### config.mk
export PLATFORM = sky130hd
export DESIGN_NAME = regfile_param
export DESIGN_NICKNAME = d
export VERILOG_FILES = /design/src/rtl/regfile_param.sv
export SDC_FILE = /design/constraint.sdc
export NUM_CORES = 1
export LEC_CHECK = 0
export CAP_MARGIN = 20
export CORE_MARGIN = 3
export CORE_UTILIZATION = 60
export DETAILED_ROUTE_END_ITERATION = 8
export DONT_BUFFER_PORTS = 1
export GPL_ROUTABILITY_DRIVEN = 0
export PLACE_DENSITY = 0.76
export REMOVE_ABC_BUFFERS = 1
export SYNTH_ARGS = -nofsm -noshare
export SYNTH_HDL_FRONTEND = slang
export SYNTH_SLANG_ARGS = --single-unit
### constraint.sdc
create_clock -name Clk -period 4.8 [get_ports Clk]
set_clock_uncertainty 0.2 [all_clocks]
set_input_delay 0.96 -clock Clk [delete_from_list [all_inputs] [get_ports Clk]]
set_output_delay 0.96 -clock Clk [all_outputs]
set_load 0.05 [all_outputs]
### src/rtl/regfile_param.sv
// Parametrised register file: one write port, two registered read ports, clear sweep after reset.
// Optional macro REGFILE_BYPASS_EN forwards a legal same-edge write to matching read ports.
module regfile_param #(
    parameter int DATA_WIDTH = 32,
    parameter int ADDR_WIDTH = 4,
    parameter int DEPTH      = 2**ADDR_WIDTH,
    parameter int ZERO_REG   = 1
) (
    input  logic                  Clk,
    input  logic                  Reset,
    input  logic [ADDR_WIDTH-1:0] A_Address,
    input  logic [ADDR_WIDTH-1:0] B_Address,
    input  logic [ADDR_WIDTH-1:0] C_Address,
    input  logic [DATA_WIDTH-1:0] C_Data,
    input  logic                  Write,
    output logic [DATA_WIDTH-1:0] A_Data,
    output logic [DATA_WIDTH-1:0] B_Data,
    output logic                  Busy
);

    typedef enum logic {
        CLEAR = 1'b0,
        IDLE  = 1'b1
    } state_t;

    state_t                  state;
    state_t                  state_next;
    logic [ADDR_WIDTH-1:0]   cnt;
    logic [ADDR_WIDTH-1:0]   cnt_next;
    logic                    clr_en;
    logic                    wr_en;
    logic [DATA_WIDTH-1:0]   a_next;
    logic [DATA_WIDTH-1:0]   b_next;
    logic [DATA_WIDTH-1:0]   mem [DEPTH];

    // An address is live when it maps to a real entry that is not the hardwired zero register.
    function automatic logic addr_live(input logic [ADDR_WIDTH-1:0] addr);
        return (int'(addr) < DEPTH) && !((ZERO_REG != 0) && (addr == '0));
    endfunction

    always_comb begin
        state_next = state;
        cnt_next   = cnt;
        clr_en     = 1'b0;
        wr_en      = 1'b0;
        a_next     = '0;
        b_next     = '0;
        case (state)
            CLEAR: begin
                clr_en   = 1'b1;
                cnt_next = cnt + 1'b1;
                if (int'(cnt) == DEPTH - 1) begin
                    state_next = IDLE;
                    cnt_next   = '0;
                end
            end
            IDLE: begin
                wr_en  = Write && addr_live(C_Address);
                a_next = addr_live(A_Address) ? mem[A_Address] : '0;
                b_next = addr_live(B_Address) ? mem[B_Address] : '0;
`ifdef REGFILE_BYPASS_EN
                // Only writes that will actually land are forwarded.
                if (wr_en && (A_Address == C_Address)) a_next = C_Data;
                if (wr_en && (B_Address == C_Address)) b_next = C_Data;
`endif
            end
            default: state_next = CLEAR;
        endcase
    end

    always_ff @(posedge Clk) begin
        if (Reset) begin
            state <= CLEAR;
            cnt   <= '0;
        end else begin
            state <= state_next;
            cnt   <= cnt_next;
        end
    end

    // Read ports are forced to zero while clearing because a_next/b_next default to zero.
    always_ff @(posedge Clk) begin
        if (Reset) begin
            A_Data <= '0;
            B_Data <= '0;
        end else begin
            A_Data <= a_next;
            B_Data <= b_next;
        end
    end

    // Storage has no reset of its own; the sweep zeroes it one entry per cycle.
    always_ff @(posedge Clk) begin
        if (!Reset) begin
            if (clr_en) begin
                mem[cnt] <= '0;
            end else if (wr_en) begin
                mem[C_Address] <= C_Data;
            end
        end
    end

    assign Busy = (state == CLEAR);

endmodule

---- Word-level counts from Yosys, hierarchy flattened ----
Memories as Yosys holds them, arrays and structs flattened. A register that Yosys moved wholly into a read port is not among the register bits.
Cells that the tools add are included.
word-level totals
  register bits ........................... 5
  bits in writable memories ............... 512
  input bits .............................. 47
  memories kept ........................... 1
operators by class
  add/subtract/negate cells ............... 1
  equal/unequal tests ..................... 1
  muxes and demuxes ....................... 14
  bitwise operators ....................... 1
  reductions and logical operators ........ 8
memory list
  name  words  bits a word  rd ports  clocked after memory_dff  wr ports  RTL line  text
  mem   16     32           2         2                         1         34        logic [DATA_WIDTH-1:0] mem [DEPTH];
operators with widths
  cell                 count
  $mux 32              1
  $reduce_or 32->1     1
  $logic_not 4->1      3
  $mux 1               11
  $mux 4               2
  $reduce_or 3->1      2
  $add 4x1->4 const B  1
  $eq 4x1->1 const B   1
  $logic_and 1x1->1    1
  $logic_not 1->1      1
  $not 1->1            1

---- Logic depth before layout (Yosys ltp) ----
  depth after elaboration ................. 10
  mapped depth ............................ 8
  mapped depth without buffers ............ 5

---- Worst setup path before layout ----
No wires, ideal clock.
  kind .................................... input port to flip-flop
  from .................................... input Reset
  to ...................................... memory mem[1][0], enable pin
  data arrival time ....................... 3.197 ns
  data required time ...................... 4.179 ns
  setup slack ............................. 0.982 ns
  stages .................................. 5
  path buffers ............................ 1
  path through ............................ clkbuf_1 -> nand3b_1 -> nor2_1 -> o32a_1 -> nor2_1
on the way
  longest elaborated chain between the ends .. 4
  elaborated cells between the ends (all ways) .. 7
ends and longest elaborated chain
  element                                     RTL line  text
  start: declaration                          10        input logic Reset,
  $mux 1                                      94        if (!Reset) begin
  $mux 1 (not written as such)                98        mem[C_Address] <= C_Data;
  $reduce_or 32->1 (no line)                  -
  $mux 4 (no line) or $mux 1 (tied branches)  -
  end: declaration                            34
Several ways; a longest one is shown, not always the timed one.

---- Worst setup path after layout ----
  from .................................... register state
  to ...................................... memory mem[7][21], enable pin
on the way
  longest elaborated chain between the ends .. 7
  elaborated cells between the ends (all ways) .. 11
ends and longest elaborated chain
  element                                     RTL line  text
  start: declaration                          26        state_t state;
  start signal: assignment                    76        state <= state_next;
  $mux 1                                      48        case (state)
  $mux 1                                      97        end else if (wr_en) begin
  $mux 1                                      95        if (clr_en) begin
  $mux 1                                      94
  $mux 1 (not written as such)                98
  $reduce_or 32->1 (no line)                  -
  $mux 4 (no line) or $mux 1 (tied branches)  -
Several ways; a longest one is shown, not always the timed one.

==> flow_metrics.tcl <==
set metrics [dict create \
    startpoint_type "flip-flop" \
    leakage_uw 0.00957 \
    ys_ff_latch 581 \
    seqPwrFrac_pct 55.2 \
    cts_setup_buffers 0 \
    rows 74 \
    grt_pass1_vias 14200 \
    initial_utilization_pct 61.6 \
    fin_crit_sh_pct 67.1 \
    cp.arrival_ps 3280 \
    nets 1380 \
    setup_viol 0 \
    cp_top_family "buffers and inverters" \
    clkPwrFrac_pct 41.1 \
    cts_buffer_depth 3 \
    avgSynthCellArea_um2 19.0 \
    rsz0062_at_grt "false" \
    ctsHtreeMaxLevel 2 \
    yosys.area.top_type_share_pct 60.3 \
    io_buffers 0 \
    ant_nets 0 \
    dp_hpwl_mm 33.2 \
    drive_gt1_share_pct 25.6 \
    drt-wirelength-per-cell_um 32.3 \
    yosysWarnings 0 \
    stdcell_area_um2 27800 \
    hold_violations 0 \
    p_int_uw 7990 \
    hp-start "Reset" \
    cts_made_buffers 56 \
    die_y_um 212 \
    drtIter0Drc 1741 \
    hold_buffers 0 \
    syn_area_um2 25500 \
    p_sw_uw 2010 \
    dieArea_um2 45000 \
    synth_area_leader_cell "edfxtp_1" \
    maxSlewViolCount 0 \
    track_usage_pct 28.1 \
    core-area_um2 41400 \
    max_stage_delay_ps 670 \
    fillers 2651 \
    firstDrtPassIters 7 \
    seqCellArea_um2 16800 \
    vias_per_cell 7.27 \
    final_core_util_pct 67.1 \
    die_x_um 212 \
    clkSlewWorstSetupHoldPaths_ps 60 \
    critPathRequiredTime_ps 4860 \
    routed_wl_mm 61.8 \
    antenna_found_initial 5 \
    worstSetupPathType "flip-flop to flip-flop" \
    synth_ff_type "edfxtp_1" \
    r2r-start "state" \
    clkLatencyLatePin_ps 620 \
    placed_cell_area_um2 26000 \
    grt_pass1_wl_mm 91.6 \
    post-route-min-period_ps 3220 \
    fin_ws_ps 1580 \
    slowest_stage "nor2_4" \
    yosysMostFrequentCell "edfxtp_1" \
    worst-path-buf-inv 2 \
    cts-resized-gates 0 \
    syn_to_final_growth_pct 8.85 \
    place_inst 1803 \
    ys_top_cells_by_area "edfxtp_1 60%, mux4_2 20%, dfxtp_1 5.4%" \
    maxCapViolations 0 \
    async_flop_share_pct 0 \
    route.detailed.drc 0 \
    pwr-share-comb_pct 3.8 \
    ios 112 \
    p_per_area_nw_per_um2 360 \
    finalSetupTns_ps 0 \
    path_cells "inv_1 > nand2_1 > o32a_1 > nor2_4 > buf_4" \
    worst_slew_pin_slew_ps 1000 \
    yosys-top-cells-count "512 x edfxtp_1, 225 x mux4_2, 127 x mux2i_1, 71 x nand2_1, 69 x dfxtp_1" \
    multi_input_area_um2 8350 \
    ir_worst_vdd_uv 309 \
    synth_edf_count 512 \
    cts_tree "built" \
    synthDistinctLibCells 42 \
    grt_overflow_total 0 \
    outcome "completed" \
    worstHoldPathType "input pin to flip-flop" \
    grt_max_degree 162 \
    cts_sinks 581 \
    relSlewSlack_pct 33.3 \
    switching_share_pct 20.1 \
    crit_start "state" \
    stdcell_count 1911 \
    seq_area_frac_synth_pct 65.7 \
    cp_max_fo 17 \
    cp-end-kind "flip-flop" \
    num_vias 13900 \
    max_freq_ghz 0.311 \
    dpl_worst_slack_ps 1300 \
    synthCells 1344 \
    cts-root-buf "clkbuf_16" \
]
[logic make-up (layout without fill, tap and decap cells)]
group	after synthesis	after routing	share of synthesized area [%]
other	0	2	0
DFF	581	581	65.7
xor gates and xnor gates	1	1	0.0343
muxes	352	352	24.8
adders and majority gates	1	1	0.0490
and+or+nand+nor	183	183	3.58
buffers and inverters	103	136	2.14
AOI/OAI and AO/OA	123	123	3.66
[area by class of cell]
| class | count | area share [%] |
|---|---|---|
| sequential | 581 | 60.3 |
| multi-input combinational | 660 | 30.1 |
| clock buffer | 77 | 5.52 |
| tap | 532 | 2.40 |
| timing repair buffer | 31 | 1.09 |
| clock inverter | 26 | 0.532 |
| inverter | 2 | 0.0270 |
| antenna | 2 | 0.0180 |
[power groups by stage]
stage	combinational [uW]	sequential [uW]	clock, uW
6_report	377	5510	4100
5_1_grt	394	5520	4350
4_1_cts	371	5510	4140
3_5_place_dp	369	5620	0
3_3_place_gp	362	5620	0
2_1_floorplan	294	5610	0
[metrics by stage]
| stage | power, uW | hold slack [ps] |
|---|---|---|
| after floorplan | 5900 | 286 |
| after global placement | 5980 | 314 |
| after detailed placement | 5990 | 330 |
| after CTS | 10000 | 183 |
| after global routing | 10300 | 185 |
| final | 10000 | 208 |
[layout by cell type, fill, tap and decap left out, types with 2 or more instances in the layout]
cell type	synthesis	routed
o211ai_1	22	22
a221o_1	10	10
nor2b_1	5	4
clkinv_2	0	8
dfxtp_1	69	69
nand3_1	2	2
o32a_1	2	2
o22ai_1	32	32
buf_4	21	24
a22oi_1	10	10
nor3b_1	3	3
o21ai_0	2	2
clkbuf_8	0	3
a32oi_1	23	23
nand2b_1	2	2
edfxtp_1	512	512
inv_6	0	2
nor2_4	0	16
inv_1	2	2
nand4_1	22	22
nand2_1	71	70
a21oi_1	6	5
and2_2	0	2
clkinv_1	0	14
mux4_2	225	225
clkbuf_16	0	57
nor2_1	23	6
clkbuf_1	41	17
buf_12	0	4
nor3_1	2	2
diode_2	0	2
and3_1	12	12
a22o_1	10	10
a31oi_1	2	2
mux2i_1	127	127
and2_1	34	33
[sequential cells by signal, summed over array words and instances (netlist names)]
register  flops
A_Data       32
B_Data       32
cnt           4
mem         512
state         1
[worst paths after layout]
kind	end	slack, ps	cells past startpoint
worst max register to register	mem[7][21]	1580	5
worst min register to register	cnt[3]	350	2
worst max-delay path	mem[7][21]	1580	5
worst min-delay path	state	210	1
[layer usage]
layer / up-vias / global-route usage [%] / wire [um]
li1: 5660 / - / -
met1: 7361 / 39.7 / 24000
met2: 768 / 44.4 / 30200
met3: 102 / 7.26 / 6160
met4: 4 / 7.88 / 1390
met5: - / 0 / 24
(Power assumes the default switching activity.)
